--- src/rtl/ps2_host_tx.sv ---
// ---------------------------------------------------------------------------
// ps2_host_tx
//
// Host-to-device PS/2 transmitter. Sends one command byte (e.g. 0xED to set
// the keyboard LEDs, 0xFF to reset it) over the shared open-drain PS/2 pins.
// The pins are never driven high: the block only asserts pull-low enables and
// relies on the bus pull-ups for the high level. The keyboard receiver that
// shares these pins must ignore the bus while busy=1.
//
// Ports
//   clk          system clock, all registers update on its rising edge
//   rst_n        asynchronous active-low reset; releases both lines at once
//   tx_data[7:0] command byte, captured when tx_start is accepted
//   tx_start     one-cycle request, accepted only while busy=0 in IDLE
//   busy         high from the cycle after acceptance until done pulses
//   done         one-cycle pulse at the end of every transaction
//   error[1:0]   result, valid with done and held until the next acceptance:
//                00 acknowledged, 01 no acknowledge, 10 timeout
//   ps2_clk_i    PS/2 clock pin level (asynchronous)
//   ps2_dat_i    PS/2 data pin level (asynchronous)
//   ps2_clk_oe   1 pulls the PS/2 clock line low
//   ps2_dat_oe   1 pulls the PS/2 data line low
// ---------------------------------------------------------------------------
module ps2_host_tx #(
    parameter int INHIBIT_CYC = 5000,
    parameter int TIMEOUT_CYC = 750000
) (
    input  logic       clk,
    input  logic       rst_n,
    input  logic [7:0] tx_data,
    input  logic       tx_start,
    output logic       busy,
    output logic       done,
    output logic [1:0] error,
    input  logic       ps2_clk_i,
    input  logic       ps2_dat_i,
    output logic       ps2_clk_oe,
    output logic       ps2_dat_oe
);

    // One shared counter serves both the inhibit interval and the edge
    // timeout, so it is sized for the larger of the two and never wraps.
    localparam int MAX_CYC = (INHIBIT_CYC > TIMEOUT_CYC) ? INHIBIT_CYC : TIMEOUT_CYC;
    localparam int CNT_W   = $clog2(MAX_CYC + 1);
    localparam logic [CNT_W-1:0] INHIBIT_LAST = CNT_W'(INHIBIT_CYC - 1);
    localparam logic [CNT_W-1:0] TIMEOUT_LAST = CNT_W'(TIMEOUT_CYC - 1);

    typedef enum logic [2:0] {
        S_IDLE,
        S_INHIBIT,
        S_START,
        S_WAIT_CLK,
        S_SHIFT,
        S_ACK,
        S_RELEASE,
        S_DONE
    } state_t;

    state_t           state;
    logic [9:0]       shreg;
    logic [3:0]       bit_cnt;
    logic [CNT_W-1:0] timer;

    logic clk_meta, clk_sync, clk_prev;
    logic dat_meta, dat_sync;
    logic fe;
    logic timed_state;
    logic timed_out;

    // Two-flop synchronizers for the asynchronous pin levels, plus one extra
    // flop on the clock to detect its falling edge. They reset to 1 because
    // an idle PS/2 bus is pulled high, so no false edge appears after reset.
    always_ff @(posedge clk or negedge rst_n) begin
        if (!rst_n) begin
            clk_meta <= 1'b1;
            clk_sync <= 1'b1;
            clk_prev <= 1'b1;
            dat_meta <= 1'b1;
            dat_sync <= 1'b1;
        end else begin
            clk_meta <= ps2_clk_i;
            clk_sync <= clk_meta;
            clk_prev <= clk_sync;
            dat_meta <= ps2_dat_i;
            dat_sync <= dat_meta;
        end
    end

    assign fe = clk_prev & ~clk_sync;

    // The edge timeout only runs while the device is expected to be clocking.
    // Any falling edge resets it, so it measures the gap between edges.
    assign timed_state = (state == S_WAIT_CLK) || (state == S_SHIFT) ||
                         (state == S_ACK)      || (state == S_RELEASE);
    assign timed_out   = timed_state && !fe && (timer == TIMEOUT_LAST);

    // Main transaction sequencer. All outputs are registered here so the pin
    // enables change cleanly on clock edges. The frame shift register holds
    // {stop, odd parity, data}; its LSB is the next bit to present, and a 0
    // bit is sent by pulling the data line low. A timeout overrides whatever
    // the current state would do and aborts straight to DONE with the lines
    // released.
    always_ff @(posedge clk or negedge rst_n) begin
        if (!rst_n) begin
            state      <= S_IDLE;
            shreg      <= '0;
            bit_cnt    <= '0;
            timer      <= '0;
            busy       <= 1'b0;
            done       <= 1'b0;
            error      <= 2'b00;
            ps2_clk_oe <= 1'b0;
            ps2_dat_oe <= 1'b0;
        end else begin
            done <= 1'b0;
            if (timed_state) begin
                timer <= fe ? '0 : timer + 1'b1;
            end

            if (timed_out) begin
                state      <= S_DONE;
                timer      <= '0;
                error      <= 2'b10;
                ps2_clk_oe <= 1'b0;
                ps2_dat_oe <= 1'b0;
                done       <= 1'b1;
                busy       <= 1'b0;
            end else begin
                case (state)
                    S_IDLE: begin
                        if (tx_start) begin
                            state      <= S_INHIBIT;
                            shreg      <= {1'b1, ~^tx_data, tx_data};
                            bit_cnt    <= '0;
                            timer      <= '0;
                            error      <= 2'b00;
                            busy       <= 1'b1;
                            ps2_clk_oe <= 1'b1;
                            ps2_dat_oe <= 1'b0;
                        end
                    end

                    S_INHIBIT: begin
                        if (timer == INHIBIT_LAST) begin
                            state      <= S_START;
                            timer      <= '0;
                            ps2_dat_oe <= 1'b1;
                        end else begin
                            timer <= timer + 1'b1;
                        end
                    end

                    S_START: begin
                        state      <= S_WAIT_CLK;
                        timer      <= '0;
                        ps2_clk_oe <= 1'b0;
                    end

                    S_WAIT_CLK: begin
                        if (fe) begin
                            state      <= S_SHIFT;
                            ps2_dat_oe <= ~shreg[0];
                            shreg      <= {1'b0, shreg[9:1]};
                        end
                    end

                    S_SHIFT: begin
                        if (fe) begin
                            if (bit_cnt == 4'd9) begin
                                state      <= S_ACK;
                                ps2_dat_oe <= 1'b0;
                            end else begin
                                ps2_dat_oe <= ~shreg[0];
                                shreg      <= {1'b0, shreg[9:1]};
                                bit_cnt    <= bit_cnt + 4'd1;
                            end
                        end
                    end

                    S_ACK: begin
                        error <= dat_sync ? 2'b01 : 2'b00;
                        state <= S_RELEASE;
                    end

                    S_RELEASE: begin
                        if (clk_sync && dat_sync) begin
                            state <= S_DONE;
                            done  <= 1'b1;
                            busy  <= 1'b0;
                        end
                    end

                    S_DONE: begin
                        state <= S_IDLE;
                    end

                    default: begin
                        state <= S_IDLE;
                    end
                endcase
            end
        end
    end

endmodule

--- config.mk ---
export PLATFORM = sky130hd
export DESIGN_NAME = ps2_host_tx
export DESIGN_NICKNAME = d
export VERILOG_FILES = /design/src/rtl/ps2_host_tx.sv
export SDC_FILE = /design/constraint.sdc
export NUM_CORES = 1
export LEC_CHECK = 0
export ABC_AREA = 1
export BUFFER_PORTS_ARGS = -buffer_cell sky130_fd_sc_hd__buf_2
export CORE_MARGIN = 1.5
export CORE_UTILIZATION = 25
export CTS_BUF_LIST = sky130_fd_sc_hd__clkbuf_16
export DETAILED_ROUTE_END_ITERATION = 10
export SYNTH_ARGS = -nofsm -noshare
export SYNTH_HDL_FRONTEND = slang
export SYNTH_SLANG_ARGS = --single-unit
--- constraint.sdc ---
create_clock -name clk -period 1.8 [get_ports clk]
set_clock_uncertainty 0.2 [all_clocks]
set_input_delay 0.27 -clock clk [delete_from_list [all_inputs] [get_ports clk]]
set_output_delay 0.27 -clock clk [all_outputs]
set_load 0.005 [all_outputs]
==> summary.md <==
| Metric | Value |
|---|---|
| Fin Setup TNS | `-0.219 ns` |
| Max-cap violations | `0` |
| Crit start category | `flip-flop` |
| Fin. max-slew vios | `0` |
| Final setup viols | `13` |
| Layout cells sized above 1 | `38.9%` |
| Post-place setup slack | `-0.149 ns` |
| Fin nets | `539` |
| Violated checks | `negative setup slack` |
| RSZ-0062 raised after global routing | `true` |
| CTS tree | `yes` |
| Dpl hpwl | `6.17 mm` |
| Initial Utilization | `25.5%` |
| Ys flop type | `dfrtp_1` |
| Peak supply drop | `0.000858 V` |
| Cell variety after synth | `34` |
| Antenna cells | `0` |
| Total Routing Usage GR | `13.5%` |
| Initial DRC count | `139` |
| Vias in the first global route | `3,046` |
| Syn Inst Count | `427` |
| Total gr overflow | `0` |
| Yosys warning count | `0` |
| Peak Freq | `536 MHz` |
| Arr. time, crit path | `1.83 ns` |
| Final wirelength | `8.52 mm` |
| Reg clk slew, reported paths | `0.07 ns` |
| Most frequent cells in the layout | `nand2_1 (102), buf_4 (67), nand3_1 (43)` |
| I/O pins | `19` |
| Syn_area_per_cell | `7.15 sq um` |
| Clk_lat worst skew | `0.29 ns` |
| Die height | `113 um` |
| Vias | `3,126` |
| WL/cell | `12.7 um` |
| PwrDens | `1400 mW/mm^2` |
| Chip width | `113 um` |
| Slew @ Worst Pin | `0.284 ns` |
| Synth top area share | `35.3%` |
| Worst Path Class, Setup | `reg -> reg` |
| Crit end category | `flip-flop` |
| Fin worst setup slack | `-0.0640 ns` |
| Hold/Removal Path Class | `in -> reg` |
| Number of buffers added on ports | `18` |
| Most common library cell in the layout ignoring fill and taps | `nand2_1` |
| Number of synthesized flops with an enable pin | `0` |
| Syn Nets | `443` |
| Clock H-tree levels | `2` |
| Total CTS buffers | `5` |
| Routability cong. | `0.915` |
| Drt via density | `4.66` |
| Remaining antenna violation count | `0` |
| 1st-pass router iterations | `4` |
| Antenna violations before repair | `0` |
| Yosys top cell by area | `dfrtp_1` |
| Root Buffer | `clkbuf_16` |
| Clk buf depth | `2` |
| Async SR Flop Fraction | `100%` |
| Rel. slew slack | `80.9%` |
| Core Footprint | `0.0120 sq mm` |
| Drc violations | `0` |
| Yosys reg bits | `48` |
| Hold Fails Final Rpt | `0` |
| Clock sinks | `48` |
| Outcome | `finished with violations` |
| Critical-path maximum fanout | `8` |
| Cell area after synthesis | `0.00305 sq mm` |
| Synth top area cells | `dfrtp_1 (35%), nand2_1 (14%), nand3_1 (8.4%)` |
| Fin crit share | `104%` |
| Pin count of the biggest net entering global routing | `49` |
| First-pass GRT wire length | `14.2 mm` |
| Seq/Total Area, Yosys | `39.6%` |
| Layout filler cell count | `1,211` |
| Leakage | `0.00204 uW` |
| P&R area growth vs syn | `44.6%` |
| Min cycle time layout | `1.86 ns` |
| Die ar. | `0.0129 sq mm` |
| Site Rows | `40` |
| Req. time, crit path | `1.77 ns` |
-- state kept, by name, summed over array words and instances (netlist names), 2 cells and up --
| register | flops |
|---|---|
| error | 2 |
| bit_cnt | 4 |
| timer | 20 |
| state | 3 |
| shreg | 10 |
-- layout make-up --
class	count	area, sq um	area share [%]
clock buffer	5	125	2.84
timing repair buffer	96	739	16.8
tap	147	184	4.17
sequential	48	1210	27.5
multi-input combinational	326	1920	43.5
inverter	46	186	4.23
clock inverter	3	42.5	0.964
-- critical path: stages, from the launching register on --
cell and delay [ns]:
dfrtp_1 0.41, inv_1 0.12, nand4_1 0.10, nor2_2 0.19, buf_4 0.15, nand4_4 0.17, buf_4 0.23, o21ai_0 0.12
a21oi_2 0.05
-- final timing paths --
kind	start	end	slack, ns	depth (start not counted)
setup reg to reg	timer[4]	timer[2]	-0.06	8
hold reg to reg	clk_meta	clk_sync	0.16	0
hold / removal	tx_data[0]	shreg[0]	0.1	3
max in group asynchronous	rst_n	clk_prev	0.82	3
setup / recovery	timer[4]	timer[2]	-0.06	8
min in group asynchronous	rst_n	shreg[5]	0.28	3
-- metal layers --
layer	up-vias	track usage [%]	wire, um
met5	-	0	0
met4	0	2.75	68
met3	7	2.71	268
met2	66	23.4	4290
met1	1462	17.5	3900
li1	1591	-	-
-- synthesized netlist by cell type (3+ instances only) --
cell type  instances
nor2_1            61
dfrtp_1           43
inv_1             38
nor2_2             4
ha_1               3
buf_2              6
o31ai_1            8
inv_2              6
o21bai_1           4
xor2_1             7
nand2_1          117
nand3_1           51
nand2_2            3
o22ai_1            3
o21ai_0           12
dfstp_2            5
nor2_4             3
nand4_1            8
xnor2_1            8
a21oi_1           18
-- power breakdown --
group,switching (uW),internal [uW]
clock,427,654
combinational,1970,1440
sequential,288,1400
-- metrics by stage --
stage	util [%]	cell area, sq um	total power [uW]	instances	hold slack, ns
detailed placement	31.9	3810	4540	650	0.0774
finish	36.9	4410	6180	671	0.0999
global route	36.9	4410	6670	671	0.114
CTS	34.3	4100	5710	664	0.0969
global placement	31.9	3810	4480	650	0.0788
floorplan	-	3050	3430	427	-0.226
-- what timing repair did --
action	CTS	global route
hold endpoints to repair	45	0
hold buffers	3	0
pin swaps	11	25
resized for setup	24	75
setup endpoints to repair	33	42
setup buffers	4	7
-- cells by family (layout without fill, tap and decap cells) --
kind of cell	count (synthesis)	count (layout)	share of synthesized area [%]
compound gates	52	52	10.1
xor+xnor	15	15	4.31
fa+ha+maj	3	3	1.23
buf+inv	53	150	7.18
flops	48	48	39.6
simple gates	256	256	37.6
(Power assumes the default switching activity.)
